**src/rtl/answer_table_if.sv**
```systemverilog
// Polling bus between the bus master and answer_table: address out, registered read data
// and the frame counter mirror back.
interface answer_table_if #(
  parameter int DATA_W = 8,
  parameter int ADDR_W = 5
) ();
  logic [ADDR_W-1:0] addr;
  logic [DATA_W-1:0] data;
  logic [DATA_W-1:0] frame;

  modport master (output addr, input data, input frame);
  modport slave  (input addr, output data, output frame);
endinterface

```
**src/rtl/answer_table.sv**
```systemverilog
// Answer register file: constant words, a ring of captured UART bytes and a frame counter.
// Define ANSWER_TABLE_OVF_EN to add a saturating ring-overflow counter at CAP_BASE+NUM_CAP.
module answer_table #(
  parameter int DATA_W     = 8,
  parameter int ADDR_W     = 5,
  parameter int NUM_CONST  = 15,
  parameter int CONST_STEP = 10,
  parameter int NUM_CAP    = 2,
  parameter int SETTLE     = 1
) (
  input  logic              clk,
  input  logic              rst,
  input  logic              ValRX,
  input  logic [DATA_W-1:0] iUART,
  answer_table_if.slave     bus
);
  localparam int CAP_BASE = NUM_CONST + 1;
  localparam int LAST_CAP = CAP_BASE + NUM_CAP - 1;
  localparam int PTR_W    = (NUM_CAP > 1) ? $clog2(NUM_CAP) : 1;

  if (NUM_CAP < 1) begin : g_bad_num_cap
    $error("answer_table: NUM_CAP must be at least 1");
  end
  if (CAP_BASE + NUM_CAP > (1 << ADDR_W)) begin : g_bad_addr_w
    $error("answer_table: capture ring does not fit in the address space");
  end

  typedef enum logic [1:0] {S_IDLE, S_WAIT, S_HOLD} cap_state_e;

  logic              r_vs_meta, r_vs;
  cap_state_e        r_state;
  logic [3:0]        r_settle_cnt;
  logic [PTR_W-1:0]  r_wr_ptr;
  logic [DATA_W-1:0] r_ring [NUM_CAP];
  logic [DATA_W-1:0] r_data;
  logic [DATA_W-1:0] r_frame;
  logic              r_armed;

  logic [31:0]       w_addr;
  logic              w_is_frame, w_is_const, w_is_cap, w_is_last;
  logic [PTR_W-1:0]  w_cap_idx;
  logic [DATA_W-1:0] w_const;
  logic              w_wr_en;

  assign w_addr     = 32'(bus.addr);
  assign w_is_frame = (w_addr == 32'd0);
  assign w_is_const = (w_addr != 32'd0) && (w_addr <= 32'(NUM_CONST));
  assign w_is_cap   = (w_addr >= 32'(CAP_BASE)) && (w_addr <= 32'(LAST_CAP));
  assign w_is_last  = (w_addr == 32'(LAST_CAP));
  assign w_cap_idx  = PTR_W'(w_addr - 32'(CAP_BASE));
  assign w_const    = DATA_W'(w_addr * 32'(CONST_STEP));
  assign w_wr_en    = (r_state == S_WAIT) && (r_settle_cnt == 4'd0);

  // NOTE: the synchroniser stages use non-blocking assignments so r_vs sees last cycle's
  // r_vs_meta; blocking here would collapse the chain into a single flop.
  always_ff @(posedge clk or posedge rst) begin
    if (rst) begin
      r_vs_meta <= 1'b0;
      r_vs      <= 1'b0;
    end else begin
      r_vs_meta <= ValRX;
      r_vs      <= r_vs_meta;
    end
  end

  // One capture per high level of vs; a level that drops during WAIT is still written.
  always_ff @(posedge clk or posedge rst) begin
    if (rst) begin
      r_state      <= S_IDLE;
      r_settle_cnt <= 4'd0;
      r_wr_ptr     <= '0;
    end else begin
      case (r_state)
        S_IDLE: if (r_vs) begin
          r_state      <= S_WAIT;
          r_settle_cnt <= 4'(SETTLE);
        end
        S_WAIT: if (r_settle_cnt == 4'd0) begin
          r_state  <= S_HOLD;
          r_wr_ptr <= (r_wr_ptr == PTR_W'(NUM_CAP - 1)) ? '0 : r_wr_ptr + PTR_W'(1);
        end else begin
          r_settle_cnt <= r_settle_cnt - 4'd1;
        end
        S_HOLD: if (!r_vs) r_state <= S_IDLE;
        default: r_state <= S_IDLE;
      endcase
    end
  end

  // NOTE: the ring is reset because its contents are software-visible and must read 0 after
  // reset; this keeps it in flops rather than a RAM macro, which is fine at this depth.
  always_ff @(posedge clk or posedge rst) begin
    if (rst) begin
      for (int i = 0; i < NUM_CAP; i++) r_ring[i] <= '0;
    end else if (w_wr_en) begin
      r_ring[r_wr_ptr] <= iUART;
    end
  end

`ifdef ANSWER_TABLE_OVF_EN
  logic [NUM_CAP-1:0] r_unread;
  logic [7:0]         r_ovf_cnt;
  logic               w_ovf_hit;

  // A slot read in the same cycle it is overwritten counts as consumed, not lost.
  assign w_ovf_hit = w_wr_en && r_unread[r_wr_ptr] && !(w_is_cap && (w_cap_idx == r_wr_ptr));

  always_ff @(posedge clk or posedge rst) begin
    if (rst) begin
      r_unread  <= '0;
      r_ovf_cnt <= 8'd0;
    end else begin
      if (w_is_cap) r_unread[w_cap_idx] <= 1'b0;
      if (w_wr_en)  r_unread[r_wr_ptr]  <= 1'b1;
      if (w_is_frame)                          r_ovf_cnt <= 8'd0;
      else if (w_ovf_hit && r_ovf_cnt != 8'hFF) r_ovf_cnt <= r_ovf_cnt + 8'd1;
    end
  end
`endif

  // NOTE: there is deliberately no final else -- an unmatched address holds r_data. In a
  // clocked block that is just a register enable; the same shape in always_comb is a latch.
  always_ff @(posedge clk or posedge rst) begin
    if (rst) begin
      r_data <= '0;
    end else begin
      if (w_is_frame)      r_data <= r_frame;
      else if (w_is_const) r_data <= w_const;
      else if (w_is_cap)   r_data <= r_ring[w_cap_idx];
`ifdef ANSWER_TABLE_OVF_EN
      else if (w_addr == 32'(LAST_CAP + 1)) r_data <= DATA_W'(r_ovf_cnt);
`endif
    end
  end

  // Reading the last ring slot counts one frame; reading addr 0 re-arms the count.
  always_ff @(posedge clk or posedge rst) begin
    if (rst) begin
      r_frame <= '0;
      r_armed <= 1'b1;
    end else if (w_is_frame) begin
      r_armed <= 1'b1;
    end else if (w_is_last && r_armed) begin
      r_frame <= r_frame + DATA_W'(1);
      r_armed <= 1'b0;
    end
  end

  assign bus.data  = r_data;
  assign bus.frame = r_frame;
endmodule

```
**src/flat_wrapper.sv**
```systemverilog
// flat-port wrapper written by rule: the top's interface ports become plain ports
module answer_table_flat 
#(
  parameter int DATA_W     = 8,
  parameter int ADDR_W     = 5,
  parameter int NUM_CONST  = 15,
  parameter int CONST_STEP = 10,
  parameter int NUM_CAP    = 2,
  parameter int SETTLE     = 1
)
  (clk, rst, ValRX, iUART, bus_addr, bus_data, bus_frame);
  answer_table_if #(.DATA_W(DATA_W), .ADDR_W(ADDR_W)) bus_i ();
  input  logic clk;
  input  logic rst;
  input  logic ValRX;
  input  logic [DATA_W-1:0] iUART;
  input wire logic [$bits(bus_i.addr)-1:0] bus_addr;
  output wire logic [$bits(bus_i.data)-1:0] bus_data;
  output wire logic [$bits(bus_i.frame)-1:0] bus_frame;
  assign bus_i.addr = bus_addr;
  assign bus_data = bus_i.data;
  assign bus_frame = bus_i.frame;
  answer_table #(.DATA_W(DATA_W), .ADDR_W(ADDR_W), .NUM_CONST(NUM_CONST), .CONST_STEP(CONST_STEP), .NUM_CAP(NUM_CAP), .SETTLE(SETTLE)) u_core (.clk(clk), .rst(rst), .ValRX(ValRX), .iUART(iUART), .bus(bus_i));
endmodule
```
**config.mk**
```make
export PLATFORM = sky130hd
export DESIGN_NAME = answer_table_flat
export DESIGN_NICKNAME = d
export VERILOG_FILES = /design/src/rtl/answer_table_if.sv /design/src/rtl/answer_table.sv /design/src/flat_wrapper.sv
export SDC_FILE = /design/constraint.sdc
export NUM_CORES = 1
export LEC_CHECK = 0
export CAP_MARGIN = 10
export CORE_ASPECT_RATIO = 0.75
export CORE_MARGIN = 4
export CORE_UTILIZATION = 57
export CTS_BUF_LIST = sky130_fd_sc_hd__clkbuf_16
export CTS_CLUSTER_SIZE = 24
export DETAILED_ROUTE_END_ITERATION = 12
export HOLD_SLACK_MARGIN = 0.02
export PLACE_DENSITY = 0.94
export REMOVE_ABC_BUFFERS = 1
export SETUP_SLACK_MARGIN = 0.05
export SLEW_MARGIN = 25
export SYNTH_ARGS = -nofsm -noshare
export SYNTH_HDL_FRONTEND = slang
export SYNTH_SLANG_ARGS = --single-unit
```
**constraint.sdc**
```tcl
create_clock -name clk -period 3.9 [get_ports clk]
set_clock_uncertainty 0.1 [all_clocks]
set_input_delay 0.78 -clock clk [delete_from_list [all_inputs] [get_ports clk]]
set_output_delay 0.78 -clock clk [all_outputs]
set_load 0.005 [all_outputs]
```
==> flow_summary.toml, run 1 <==
[status]
outcome = "finished clean"

[clock_tree]
clock_latency_ps = 280
cts_buffer_depth = 2
ctsHoldBuffers = 0
cts_sinks = 42
cts_buffers = 5
cts_resized = 0
cts_tree = "done"
htreeDepth = 2
clk_pin_slew_worst_paths_ps = 60
ctsRootBufferMaster = "clkbuf_16"
post_cts_buffers = 0

[route]
drc = 0
first_pass_iters = 4
vias_per_cell = 5.71
wl_mm = 4.45
vias = 1502
drt_iter0_markers = 94
antenna_left = 0
wl_per_cell_um = 16.9

[timing]
rsz0062_at_grt = "false"
worst_slew_pin_slew_ps = 546
drv_slew = 0
fmaxAchievable_mhz = 362
setup_viol = 0
hold_violations = 0
fin_crit_sh = 0.708
finalSetupTns_ps = 0
min_period_ps = 2760
slew_headroom = 0.633

[floorplan]
die_x_um = 78.5
initial_core_util = 0.617
dieArea_um2 = 4780
rows = 18
die_h_um = 60.9
core_um2 = 3450
ioPinCount = 32

[power]
ir_worst_vdd_mv = 0.420
switchingPower_uw = 507
p_leak_nw = 1.16
pwr-share-comb = 0.308
internal_power_mw = 1.11
swShare = 0.314
p_seq_frac = 0.446
power_mw = 1.62
power_frac_clock = 0.246
power_density_nw_per_um2 = 619

[worst_hold_path]
hp-class = "reg2reg"

[critical_path]
critPathKind = "in2reg"
cp.required_ps = 3960
rr_endpoint = "u_core.r_ring[15]$_DFFE_PP0P_"
cp_max_fo = 5
startpoint = "bus_addr[1]"
r2r_cells = 6
critPathCapture = "u_core.bus.data[6]$_DFFE_PP0P_"
cp-start-kind = "primary input"
regToRegStartpoint = "u_core.r_settle_cnt[0]$_DFFE_PP0P_"
cp.arrival_ps = 2830
worstSetupPathDepth = 8
path_buf_inv = 2
critPathMostFrequentCell = "ha_1"
rrSetupSlack_ps = 1720
cp_slowest_cell = "clkdlybuf4s50_1"
cp_cell_sequence = "clkdlybuf4s50_1 -> ha_1 -> ha_1 -> inv_1 -> fa_1 -> xor2_1 -> a222oi_1 -> mux2_2"
path_delay_family = "adder cells"
slowest_delay_ps = 510
end_kind = "flip-flop"

[logic_synthesis]
yosys_most_used_dff = "dfrtp_1"
synth_edf_count = 0
synth.cell_area_um2 = 2130
postSynthAreaPerCell_um2 = 11.9
synth_cells = 178
yosysUniqueCellTypes = 46
synth_warnings = 0
synth_seq_cells = 42
synthArstFlopShare = 1.00
ys_seq_area_frac = 0.495

[finish]
fin_util = 0.757
syn_to_final_growth_pct = 22.7
multi_input_area_um2 = 987
final_nets = 237
fillCellCount = 221
drive_gt1_frac = 0.131
regArea_um2 = 1050
diodes = 0

[place]
hpwl_mm = 3.16
port_buffers = 31
gp_congestion = 0.912

[grt]
grt_pass1_vias = 1578
grt_start_max_net_pins = 43
grt_pass1_wl_mm = 7.55
track_usage = 0.207
antenna_found_initial = 0
overflow = 0

[job]
maxCapViolations = 0
-- power by group through the flow --
stage / combinational (mW) / clock (mW) / sequential [mW]
global route: 0.552 / 0.421 / 0.741
CTS: 0.503 / 0.397 / 0.719
finish: 0.497 / 0.398 / 0.721
detailed placement: 0.496 / 0 / 0.721
floorplan: 0.337 / 0 / 0.692
global placement: 0.469 / 0 / 0.711
-- cell usage after synthesis, types with 3 or more instances --
| library cell | instances | area share |
|---|---|---|
| mux2_2 | 7 | 0.037 |
| dfrtp_1 | 41 | 0.48 |
| a21oi_1 | 7 | 0.016 |
| nand2_1 | 13 | 0.023 |
| buf_6 | 3 | 0.016 |
| nor3_1 | 5 | 0.012 |
| a31oi_1 | 3 | 0.0088 |
| o211ai_1 | 3 | 0.011 |
| nor2_1 | 7 | 0.012 |
| ha_1 | 8 | 0.047 |
| mux2_1 | 12 | 0.064 |
| nand3_1 | 4 | 0.0094 |
| mux2i_1 | 7 | 0.033 |
| inv_1 | 9 | 0.016 |
| xnor2_1 | 6 | 0.025 |
| xor2_1 | 3 | 0.012 |
| o21ai_0 | 3 | 0.0071 |
-- logic make-up after synthesis --
kind of cell	share of synthesized area
compound gates	0.0918
fa+ha+maj	0.0565
flops	0.495
xor+xnor	0.0371
simple gates	0.138
mux	0.141
buf+inv	0.0412
-- worst min-delay path by stage --
stage	start	to	slack, ps	depth (start not counted)
after detailed placement	u_core.r_vs_meta$_DFF_PP0_	u_core.r_vs$_DFF_PP0_	230	0
after CTS	u_core.r_vs_meta$_DFF_PP0_	u_core.r_vs$_DFF_PP0_	250	0
final	u_core.r_vs_meta$_DFF_PP0_	u_core.r_vs$_DFF_PP0_	250	0
after floorplan	u_core.r_vs_meta$_DFF_PP0_	u_core.r_vs$_DFF_PP0_	230	0
after global placement	u_core.r_vs_meta$_DFF_PP0_	u_core.r_vs$_DFF_PP0_	230	0
after global routing	u_core.r_vs_meta$_DFF_PP0_	u_core.r_vs$_DFF_PP0_	280	0
-- final cells by class --
class,instances,share of cell area
multi-input cells,120,0.378
clock inverters,3,0.00623
repair buffers,34,0.128
inverters,9,0.0129
clock buffers,5,0.0479
well taps,50,0.0240
flip-flops and latches,42,0.403
-- per-stage QoR --
| step | hold slack, ps | cell area (um2) | setup slack, ps | instances |
|---|---|---|---|---|
| after floorplan | 231 | 2070 | 1550 | 171 |
| after global placement | 232 | 2470 | 965 | 255 |
| after detailed placement | 235 | 2470 | 883 | 255 |
| after CTS | 247 | 2610 | 1140 | 263 |
| after global routing | 283 | 2610 | 1060 | 263 |
| final | 248 | 2610 | 1140 | 263 |
-- cell usage in the layout (no fill, tap or decap), types with 2 or more instances in the layout --
cell,synthesis,final
dfrtp_1,41,41
a21oi_1,7,7
nand4_1,2,2
o211ai_1,3,3
nor3_4,2,2
mux2_1,12,12
a31oi_1,3,3
nor3_1,5,5
inv_1,9,9
nor2_4,2,2
a222oi_1,2,2
nand3_1,4,4
a21o_1,2,2
a22o_1,2,2
xnor2_1,6,6
o21ai_0,3,3
mux2i_1,7,7
or3_1,2,2
nor2_1,7,7
xor2_1,3,3
clkbuf_16,0,5
mux2_2,7,7
clkdlybuf4s50_1,0,31
ha_1,8,8
nand2_1,13,13
buf_4,1,3
-- state kept, by name, summed over array words and instances (netlist names) --
signal and cells:
u_core.r_settle_cnt 4, u_core.r_vs_meta 1, u_core.bus.data 8, u_core.r_state 2, u_core.r_wr_ptr 1, u_core.r_ring 16
u_core.r_vs 1, u_core.r_armed 1, u_core.bus.frame 8
-- layer usage --
metal  vias up  part of all wire  track usage
met3         6             0.060       0.0445
li1        707                 -            -
met4         0             0.010       0.0698
met5         -                 0            0
met2        42              0.46        0.335
met1       747              0.46        0.283
(Power assumes the default switching activity.)
==> run 2, diff against run 1 <==
CORE_UTILIZATION = 48   (was 57)
PLACE_DENSITY = 0.85   (was 0.94)
clock period = 2.3 ns   (was 3.9 ns; I/O delays follow)
==> run 2 against run 1 <==
  * Cell area increased by 5.9%
  * Sequential power increased by 69%
  * Utilization decreased by 9.2 points
  * Worst hold slack about the same
==> flow_summary.toml, run 2 (same netlist as run 1, synthesis figures left out) <==
[clock_tree]
cts_sinks = 42
cts_tree = "done"
ctsRootBufferMaster = "clkbuf_16"
cts_buffers = 5
ctsHoldBuffers = 0
cts_buffer_depth = 2
clk_pin_slew_worst_paths_ps = 60
clock_latency_ps = 280
htreeDepth = 2

[finish]
diodes = 0
syn_to_final_growth_pct = 30.0
mostFrequentLayoutCells = "dfrtp_1, clkdlybuf4s50_1, buf_4"
multi_input_area_um2 = 1000
largest_reg_flops = 16
regMostFlops = "u_core.r_ring"
fillCellCount = 321
drive_gt1_frac = 0.204
final_nets = 250
layout_commonest_cell = "dfrtp_1"
regArea_um2 = 1050
fin_util = 0.666
fin_area_um2 = 2770

[timing]
worst_slew_pin_slew_ps = 522
drv_slew = 0
rsz0062_at_grt = "true"
finalSetupTns_ps = 0
fin_crit_sh = 0.937
slew_headroom = 0.652
setup_ws_ps = 144
holdWs_ps = 248
fmaxAchievable_mhz = 464
min_period_ps = 2160
hold_violations = 0
setup_viol = 0

[place]
hpwl_mm = 3.34
port_buffers = 31
gp_congestion = 0.982
preCtsSetupSlack_ps = -272
post_dp_cell_area_um2 = 2570

[critical_path]
r2r_cells = 6
cp-start-kind = "primary input"
critPathKind = "in2reg"
cp.required_ps = 2420
cp.arrival_ps = 2280
cp_max_fo = 2
end_kind = "flip-flop"

[worst_hold_path]
min_delay_path_depth = 0
hp-class = "reg2reg"

[route]
first_pass_iters = 4
vias = 1559
wl_per_cell_um = 16.3
vias_per_cell = 5.55
wl_mm = 4.59
antenna_left = 0
drc = 0
drt_iter0_markers = 152

[floorplan]
ioPinCount = 32
core_um2 = 4150
dieArea_um2 = 5570
die_h_um = 65.7
initial_core_util = 0.512
rows = 20
die_x_um = 84.9

[power]
switchingPower_uw = 853
p_seq_frac = 0.426
ir_worst_vdd_mv = 0.577
swShare = 0.297
internal_power_mw = 2.02
p_leak_nw = 1.28
power_density_nw_per_um2 = 1040
power_frac_clock = 0.272
pwr-share-comb = 0.303

[grt]
overflow = 0
track_usage = 0.176
grt_pass1_vias = 1588
grt_start_max_net_pins = 43
antenna_found_initial = 0
grt_pass1_wl_mm = 7.58

[job]
maxCapViolations = 0

[status]
outcome = "finished clean"
[run 2: cell types whose count changed in the layout (fill, tap and decap cells not counted), sizes merged]
cell	delta
bufinv	+1
dlymetal6s2s	+4
clkinvlp	-1
clkdlybuf4s50	-4
buf	+13
[run 2: stage by stage]
stage	instances	total power, mW
finish	281	2.87
global route	281	3.05
detailed placement	273	2.09
CTS	281	2.89
floorplan	171	1.75
global placement	273	2.04
[run 2: routing by layer]
metal | vias up | track usage | share of wire
li1 | 734 | - | -
met1 | 757 | 0.244 | 0.48
met2 | 55 | 0.267 | 0.45
met3 | 13 | 0.0351 | 0.045
met4 | 0 | 0.0830 | 0.024
met5 | - | 0 | 0
[run 2: critical path, stage by stage]
cell	delay (ps)
clkdlybuf4s50_1	440
ha_1	320
inv_1	70
fa_2	390
xor2_1	160
a222oi_1	240
mux2_4	200
[run 2: area by class of cell]
class                      count  area share
clock inverter                 3      0.0145
tap                           55      0.0249
multi-input combinational    120       0.363
sequential                    42       0.381
inverter                       9      0.0122
clock buffer                   5      0.0452
timing repair buffer          47       0.159
[run 2: repair_timing]
action,in CTS,in global routing
gates cloned,0,0
endpoints found under the hold margin,0,0
setup buffers,0,0
resized for setup,1,9
setup endpoints to repair,2,3
pin swaps,1,2
[run 2: final timing paths]
kind	start	slack [ps]	to
max reg2reg	u_core.r_settle_cnt[0]$_DFFE_PP0P_	270	u_core.r_ring[12]$_DFFE_PP0P_
min in group asynchronous	rst	510	u_core.r_settle_cnt[3]$_DFFE_PP0P_
min reg2reg	u_core.r_vs_meta$_DFF_PP0_	250	u_core.r_vs$_DFF_PP0_
max	bus_addr[4]	140	u_core.bus.data[6]$_DFFE_PP0P_
max in group asynchronous	rst	1220	u_core.r_armed$_DFFE_PP1P_
min	u_core.r_vs_meta$_DFF_PP0_	250	u_core.r_vs$_DFF_PP0_
[run 2: power groups by stage]
stage / Combinational (mW) / Sequential (mW) / Clock, mW
final: 0.869 / 1.22 / 0.779
after global routing: 0.960 / 1.26 / 0.832
after CTS: 0.875 / 1.22 / 0.796
after detailed placement: 0.864 / 1.23 / 0
after global placement: 0.824 / 1.21 / 0
after floorplan: 0.572 / 1.17 / 0
==> run 3, diff against run 2 <==
ABC_CLOCK_PERIOD_IN_PS = 2300   (was unset)
==> results of run 3 <==
Same layout as run 2: the final DEF is identical, and so are final timing and power.
